`src/rtl/dff_monitor.sv`:
```
// Runtime checker for a single flip-flop: samples d as the expected value and compares it with q one edge later.
// Optional build macro DFF_MON_QB_CHECK_EN additionally checks that qb is the complement of q.
//
// state | meaning
// IDLE  | monitoring off, no compare
// ARM   | exp being primed with a valid sample, no compare
// CHECK | q compared against exp every edge while mon_en is high
// SAT   | a counter hit all-ones; compares stop until clr or rst
module dff_monitor #(
    parameter int CNT_W = 16
) (
    input  logic             clk,
    input  logic             rst,
    input  logic             d,
    input  logic             q,
    input  logic             qb,
    input  logic             mon_en,
    input  logic             clr,
    output logic [CNT_W-1:0] pass_cnt,
    output logic [CNT_W-1:0] err_cnt,
    output logic             err_pulse,
    output logic             err_sticky,
    output logic [1:0]       state
);

    typedef enum logic [1:0] {
        IDLE  = 2'd0,
        ARM   = 2'd1,
        CHECK = 2'd2,
        SAT   = 2'd3
    } state_t;

    localparam logic [CNT_W-1:0] CNT_MAX = '1;

    state_t           state_q;
    state_t           state_nxt;
    logic             exp_q;
    logic             mismatch;
    logic             do_cmp;
    logic [CNT_W-1:0] pass_nxt;
    logic [CNT_W-1:0] err_nxt;

`ifdef DFF_MON_QB_CHECK_EN
    // A q fault and a qb fault in the same cycle still count as one mismatch.
    assign mismatch = (q != exp_q) || (qb == q);
`else
    logic qb_unused;
    assign qb_unused = qb;
    assign mismatch  = (q != exp_q);
`endif

    always_ff @(posedge clk or posedge rst) begin
        if (rst) begin
            state_q <= IDLE;
        end else begin
            state_q <= state_nxt;
        end
    end

    always_comb begin
        state_nxt = state_q;
        if (clr) begin
            state_nxt = IDLE;
        end else begin
            case (state_q)
                IDLE:    state_nxt = mon_en ? ARM : IDLE;
                ARM:     state_nxt = mon_en ? CHECK : IDLE;
                CHECK: begin
                    if (!mon_en) begin
                        state_nxt = IDLE;
                    end else if (pass_nxt == CNT_MAX || err_nxt == CNT_MAX) begin
                        state_nxt = SAT;
                    end
                end
                SAT:     state_nxt = SAT;
                default: state_nxt = IDLE;
            endcase
        end
    end

    // A clr on the compare edge discards that compare.
    always_comb begin
        do_cmp = 1'b0;
        if (state_q == CHECK && mon_en && !clr) begin
            do_cmp = 1'b1;
        end
    end

    always_comb begin
        pass_nxt = pass_cnt;
        err_nxt  = err_cnt;
        if (do_cmp && !mismatch && pass_cnt != CNT_MAX) begin
            pass_nxt = pass_cnt + CNT_W'(1);
        end
        if (do_cmp && mismatch && err_cnt != CNT_MAX) begin
            err_nxt = err_cnt + CNT_W'(1);
        end
    end

    always_ff @(posedge clk or posedge rst) begin
        if (rst) begin
            exp_q      <= 1'b0;
            pass_cnt   <= '0;
            err_cnt    <= '0;
            err_pulse  <= 1'b0;
            err_sticky <= 1'b0;
        end else begin
            exp_q <= d;
            if (clr) begin
                pass_cnt   <= '0;
                err_cnt    <= '0;
                err_pulse  <= 1'b0;
                err_sticky <= 1'b0;
            end else begin
                pass_cnt  <= pass_nxt;
                err_cnt   <= err_nxt;
                err_pulse <= do_cmp && mismatch;
                if (do_cmp && mismatch) begin
                    err_sticky <= 1'b1;
                end
            end
        end
    end

    assign state = state_q;

endmodule

```
`config.mk`:
```
export PLATFORM = sky130hd
export DESIGN_NAME = dff_monitor
export DESIGN_NICKNAME = d
export VERILOG_FILES = /design/src/rtl/dff_monitor.sv
export SDC_FILE = /design/constraint.sdc
export NUM_CORES = 1
export LEC_CHECK = 0
export ABC_AREA = 1
export ABC_CLOCK_PERIOD_IN_PS = 1850
export BUFFER_PORTS_ARGS = -buffer_cell sky130_fd_sc_hd__buf_2
export CORE_ASPECT_RATIO = 0.9
export CORE_UTILIZATION = 51
export CTS_BUF_LIST = sky130_fd_sc_hd__clkbuf_4 sky130_fd_sc_hd__clkbuf_8 sky130_fd_sc_hd__clkbuf_16
export DETAILED_ROUTE_END_ITERATION = 7
export PLACE_DENSITY = 0.76
export SYNTH_ARGS = -nofsm -noshare
export SYNTH_HDL_FRONTEND = slang
export SYNTH_SLANG_ARGS = --single-unit
export TNS_END_PERCENT = 20
```
`constraint.sdc`:
```
create_clock -name clk -period 1.85 [get_ports clk]
set_clock_uncertainty 0.15 [all_clocks]
set_input_delay 0.0925 -clock clk [delete_from_list [all_inputs] [get_ports clk]]
set_output_delay 0.0925 -clock clk [all_outputs]
set_load 0.03 [all_outputs]
```
== Word level (Yosys, flattened, before mapping) ==
Index checks and enable logic that the tools add are counted.

* Output and inout bits: 36
* Register bits after elaboration: 37

* Multiplexer cells: 14
* Add/sub/neg operators: 2
* Reductions and logical operators: 11
* Equal/unequal tests: 9

{| class="wikitable"
|+ Operators by type and width
! kind !! count
|-
| 2-to-1 mux 16 bit || 4
|-
| adder 16 x 1 -> 16 bit, second input constant || 2
|-
| == test 16 bit, second input constant || 2
|-
| inequality test 16 bit, second input constant || 2
|-
| 2-to-1 mux 2 bit || 4
|-
| one-hot mux 2 bit (4 select lines) || 1
|-
| logical AND 1 bit || 6
|-
| 2-to-1 mux 1 bit || 5
|-
| == test 2 bit, second input constant || 2
|-
| inequality test 4 bit, second input constant || 1
|-
| == test 2 x 1 -> 1 bit, second input constant || 1
|-
| zero test 1 bit || 2
|-
| zero test 2 bit || 1
|-
| nonzero test 2 bit || 1
|-
| logical OR 1 bit || 1
|-
| inequality test 1 bit || 1
|}

== Longest topological paths before layout ==
* Word-level depth: 13
* Depth in mapped cells: 17
* Gate-level depth less buffers: 16

== Worst setup path after synthesis ==
No wires, ideal clock.

* Path type: register -> register
* Start: reg err_cnt[0]
* End: reg state_q[0] (netlist: state[0])
* Setup time: 0.113 ns
* Arrival time: 1.947 ns
* Cell stages (with the launch flop): 18
* Clock period less this slack: 2.210 ns
* Slack: -0.360 ns
* Buffers on the path: 1
* Cells stage by stage: dfrtp_1 -> ha_1 -> inv_1 -> nor2_4 -> nand2_2 -> inv_1 -> nand2_2 -> nand2_4 -> buf_6 -> nand2_1 -> nand2_1 -> nor2_1 -> nand2_1 -> nor2_1 -> nand2_1 -> nand3_1 -> nand2_1 -> inv_1

* Longest elaborated chain between the ends: 6
* Elaborated cells between the ends (all ways): 7
* Classes of those cells: add/sub (1); eq/ne (3); mux (1); reduce/logical (2)

{| class="wikitable"
|+ RTL lines
! what !! line !! text
|-
| from (decl) || 20 || <nowiki>output logic [CNT_W-1:0] err_cnt,</nowiki>
|-
| from (signal assigned) || 116 || <nowiki>err_cnt <= err_nxt;</nowiki>
|-
| parallel branches: the longest is 2 deep, another holds adder 16 x 1 -> 16 bit || - ||
|-
| 2-to-1 mux 16 bit * || 95 || <nowiki>if (do_cmp && mismatch && err_cnt != CNT_MAX) begin</nowiki>
|-
| == test 16 bit * || 71 || <nowiki>end else if (pass_nxt == CNT_MAX || err_nxt == CNT_MAX) begin</nowiki>
|-
| logical OR 1 bit * || 71 ||
|-
| inequality test 4 bit (no line) * || - ||
|-
| to (signal assigned) || 56 || <nowiki>state_q <= state_nxt;</nowiki>
|-
| to (decl) || 35 || <nowiki>state_t state_q;</nowiki>
|}

Mark *: on every way between the ends.
A chain may end at the register's enable or synchronous reset.

== Worst setup path after layout ==
* Start: reg state_q[0] (netlist: state[0])
* End: reg state_q[0] (netlist: state[0])

* Longest elaborated chain between the ends: 10
* Elaborated cells between the ends (all ways): 19
* Classes of those cells: eq/ne (6); mux (5); reduce/logical (8)

{| class="wikitable"
|+ RTL lines
! what !! line !! text
|-
| == test 2 bit || 65, 84 ||
|-
| logical AND 1 bit (2 in series) || 84 || <nowiki>if (state_q == CHECK && mon_en && !clr) begin</nowiki>
|-
| 2-to-1 mux 1 bit || 84 ||
|-
| logical AND 1 bit (on tied branches) (2 in series) || 92, 95 ||
|-
| 2-to-1 mux 16 bit (on tied branches) || 92, 95 ||
|-
| == test 16 bit || 71 ||
|-
| logical OR 1 bit || 71 ||
|-
| inequality test 4 bit (no line) || - ||
|}

Parallel ways exist; a longest one is shown, timed or not.

==> results.ini <==
[placement]
post-place-ws_ns = -0.265
postPlaceCellArea_um2 = 3630
post-dp-hpwl_um = 5830
gp_congestion = 0.906
io_buffers = 41
dp.cells = 602

[sta]
hold_violations = 0
finalCriticalPeriod_ns = 2.13
min_period_over_period_pct = 115
final-max-slew-violation-count = 0
whs_ns = 0.0456
rsz0062_at_grt = yes
worstMarginPinSlew_ns = 0.486
fmax_mhz = 469
relSlewSlack_pct = 67.6
setup_viol = 1
worst_slack_ns = -0.283

[critical_path]
cp_data_required_time_ns = 1.95
cp_num_buf_inv = 4
r2r_start = state[0]
cpMostUsedCell = nand2_1
crit_arrival_ns = 2.23
crit_slowest_cell = dfrtp_1
worstPathMaxFanout = 7
cp_cell_sequence = inv_2 > nand2_2 > buf_6 > nor2_4 > nand2_4 > inv_8 > nand2_4 > nand2_1 > nand2_1 > nor2_1 > nand2_1 > nor2_1 > nand2_1 > nand3_1 > nand2_1 > inv_1
worst_setup_path_end_kind = register
r2r_end = state[0]
reg2reg_setup_slack_ns = -0.28
critical-path-top-delay-family = simple AND/OR/NAND/NOR gates
critical_path_class = register to register
critPathLaunchType = register
crit_path_max_incr_delay_ns = 0.40
ff2ff_path_depth = 16

[flow_run]
cap_violations = 0

[grt]
grt_pass1_vias = 3023
grt_max_degree = 38
grt_overflow = 0
antenna_found_initial = 0
grtUsageTotal_pct = 32.4
grt_pass1_wl_um = 13500

[synthesis]
ys.flop_type = dfrtp_1
synth.distinct_cells = 26
synth_warnings = 0
synth.most_common_cell = nand2_1
yosysTopAreaCell = dfrtp_1
yosys-top-cells-area = dfrtp_1, nand2_1, nor2_1, inv_1, nand3_1
netlist_area_um2 = 2580
synth_commonest_cells = nand2_1, nor2_1, inv_1, dfrtp_1, nand3_1
syn-num-nets = 408
yosysSeqAreaShare_pct = 35.9
netlist_instances = 399
ys_seq_elements = 37
synth_top_area_share_pct = 35.9
avgSynthCellArea_um2 = 6.46
synth_edf_count = 0
synthArstFlopShare_pct = 100

[finish]
antenna_cells = 0
area_growth_pct = 55.0
drive_gt1_share_pct = 40.8
final_cell_area_um2 = 4000
fill_cells = 311
nNetsFinal = 567
instances_no_fill = 624

[detailed_routing]
drc_errors = 0
vias = 3199
routed_wl_um = 8340
drt_iter0_drc = 274
wl_per_cell_um = 13.4
dr.pass1.iters = 5
via_per_inst = 5.13
ant_nets = 0

[clocking]
path_clk_slew_ns = 0.09
clock_path_buffers = 2
clock_latency_ns = 0.30
cts.sinks = 37
clockRootBuffer = clkbuf_8
cts_buffers = 5
cts_tree = done
htree_num_levels = 2

[power_and_ir_drop]
p_leak_uw = 0.00205
max-vdd-ir-drop_mv = 0.502
finalPower_uw = 1700
power_density_nw_per_um2 = 425

[floorplan]
core_um2 = 4860
die_x_um = 77.0
start_util_pct = 53.0
io_pins = 43
dieArea_um2 = 5350
fp-row-count = 24
die_y_um = 69.5

[min_path]
hp-start = clr
hp-class = primary input to register
holdPathEnd = state[1]
whs_path_depth = 5

[status]
violations = negative setup slack
status = finished with violations

## layout by cell type, fill, tap and decap left out, types with 5 or more instances in the layout
master and instances:
buf_4 112, clkbuf_8 5, nand2_1 140, inv_1 38, buf_2 41, nor2_4 10
inv_2 5, dfrtp_1 26, xor2_1 12, nand2_2 14, nor2_2 9, a21oi_1 5
nand2_4 6, nand4_1 10, nor2_1 66, nand3_1 21, dfrtp_2 11
## kinds of logic after synthesis
kind of cell / share of synthesized area (%)
compound gates: 2.62
xor+xnor: 4.76
fa+ha+maj: 0.970
buf+inv: 8.93
flops: 35.9
simple gates: 46.8
## tightest hold or removal path, stage by stage
cell and delay [ns]:
buf_2 0.10, inv_2 0.04, buf_4 0.13, o21ai_0 0.07, nor2_1 0.04
## how the worst max path moves through the flow
stage,from,to,slack (ns),cells after the start
3_5_place_dp,err_cnt[1],state[0],-0.27,16
3_3_place_gp,err_cnt[1],state[0],-0.25,16
6_report,state[0],state[0],-0.28,16
2_1_floorplan,pass_cnt[0],state[0],-0.12,15
4_1_cts,err_cnt[0],state[0],-0.1,16
5_1_grt,state[0],state[0],-0.36,16
## report_power, final
group / internal [µW] / total [µW] / switching, µW / leakage (µW)
registers: 816 / 822 / 5.80 / 0.000495
clock network: 404 / 727 / 323 / 0.0000585
logic: 57.0 / 149 / 91.8 / 0.00150
## per-layer routing
metal	global-route usage, %	vias up	routed length [µm]
li1	-	1544	-
met1	44.7	1468	3700
met2	51.5	171	3760
met3	5.39	16	714
met4	11.1	0	167
met5	0	-	0
## through the flow
step | utilization, % | setup TNS (ns)
after CTS | 81.3 | -0.0963
after floorplan | - | -0.120
after detailed placement | 74.6 | -0.354
after global routing | 82.2 | -0.525
final | 82.2 | -0.283
after global placement | 74.6 | -0.256
## flip-flops by register name, indices dropped and copies added (netlist names)
name / count
pass_cnt: 16
exp_q: 1
state: 2
err_sticky: 1
err_cnt: 16
err_pulse: 1
## cell type report
cell class / instances / area, µm² / area share [%]
well taps: 65 / 81.3 / 2.04
repair buffers: 159 / 1110 / 27.8
multi-input cells: 311 / 1580 / 39.5
clock inverters: 3 / 43.8 / 1.10
clock buffers: 5 / 68.8 / 1.72
flip-flops and latches: 37 / 940 / 23.5
inverters: 44 / 173 / 4.32
## what timing repair did
action	4_1_cts	5_1_grt
setup buffers	10	0
resized for setup	29	13
gates cloned	1	0
endpoints found under the setup margin	3	17
hold buffers	3	0
pin swaps	16	8
hold endpoints to repair	39	0
Power figures use the tool's default switching activity.
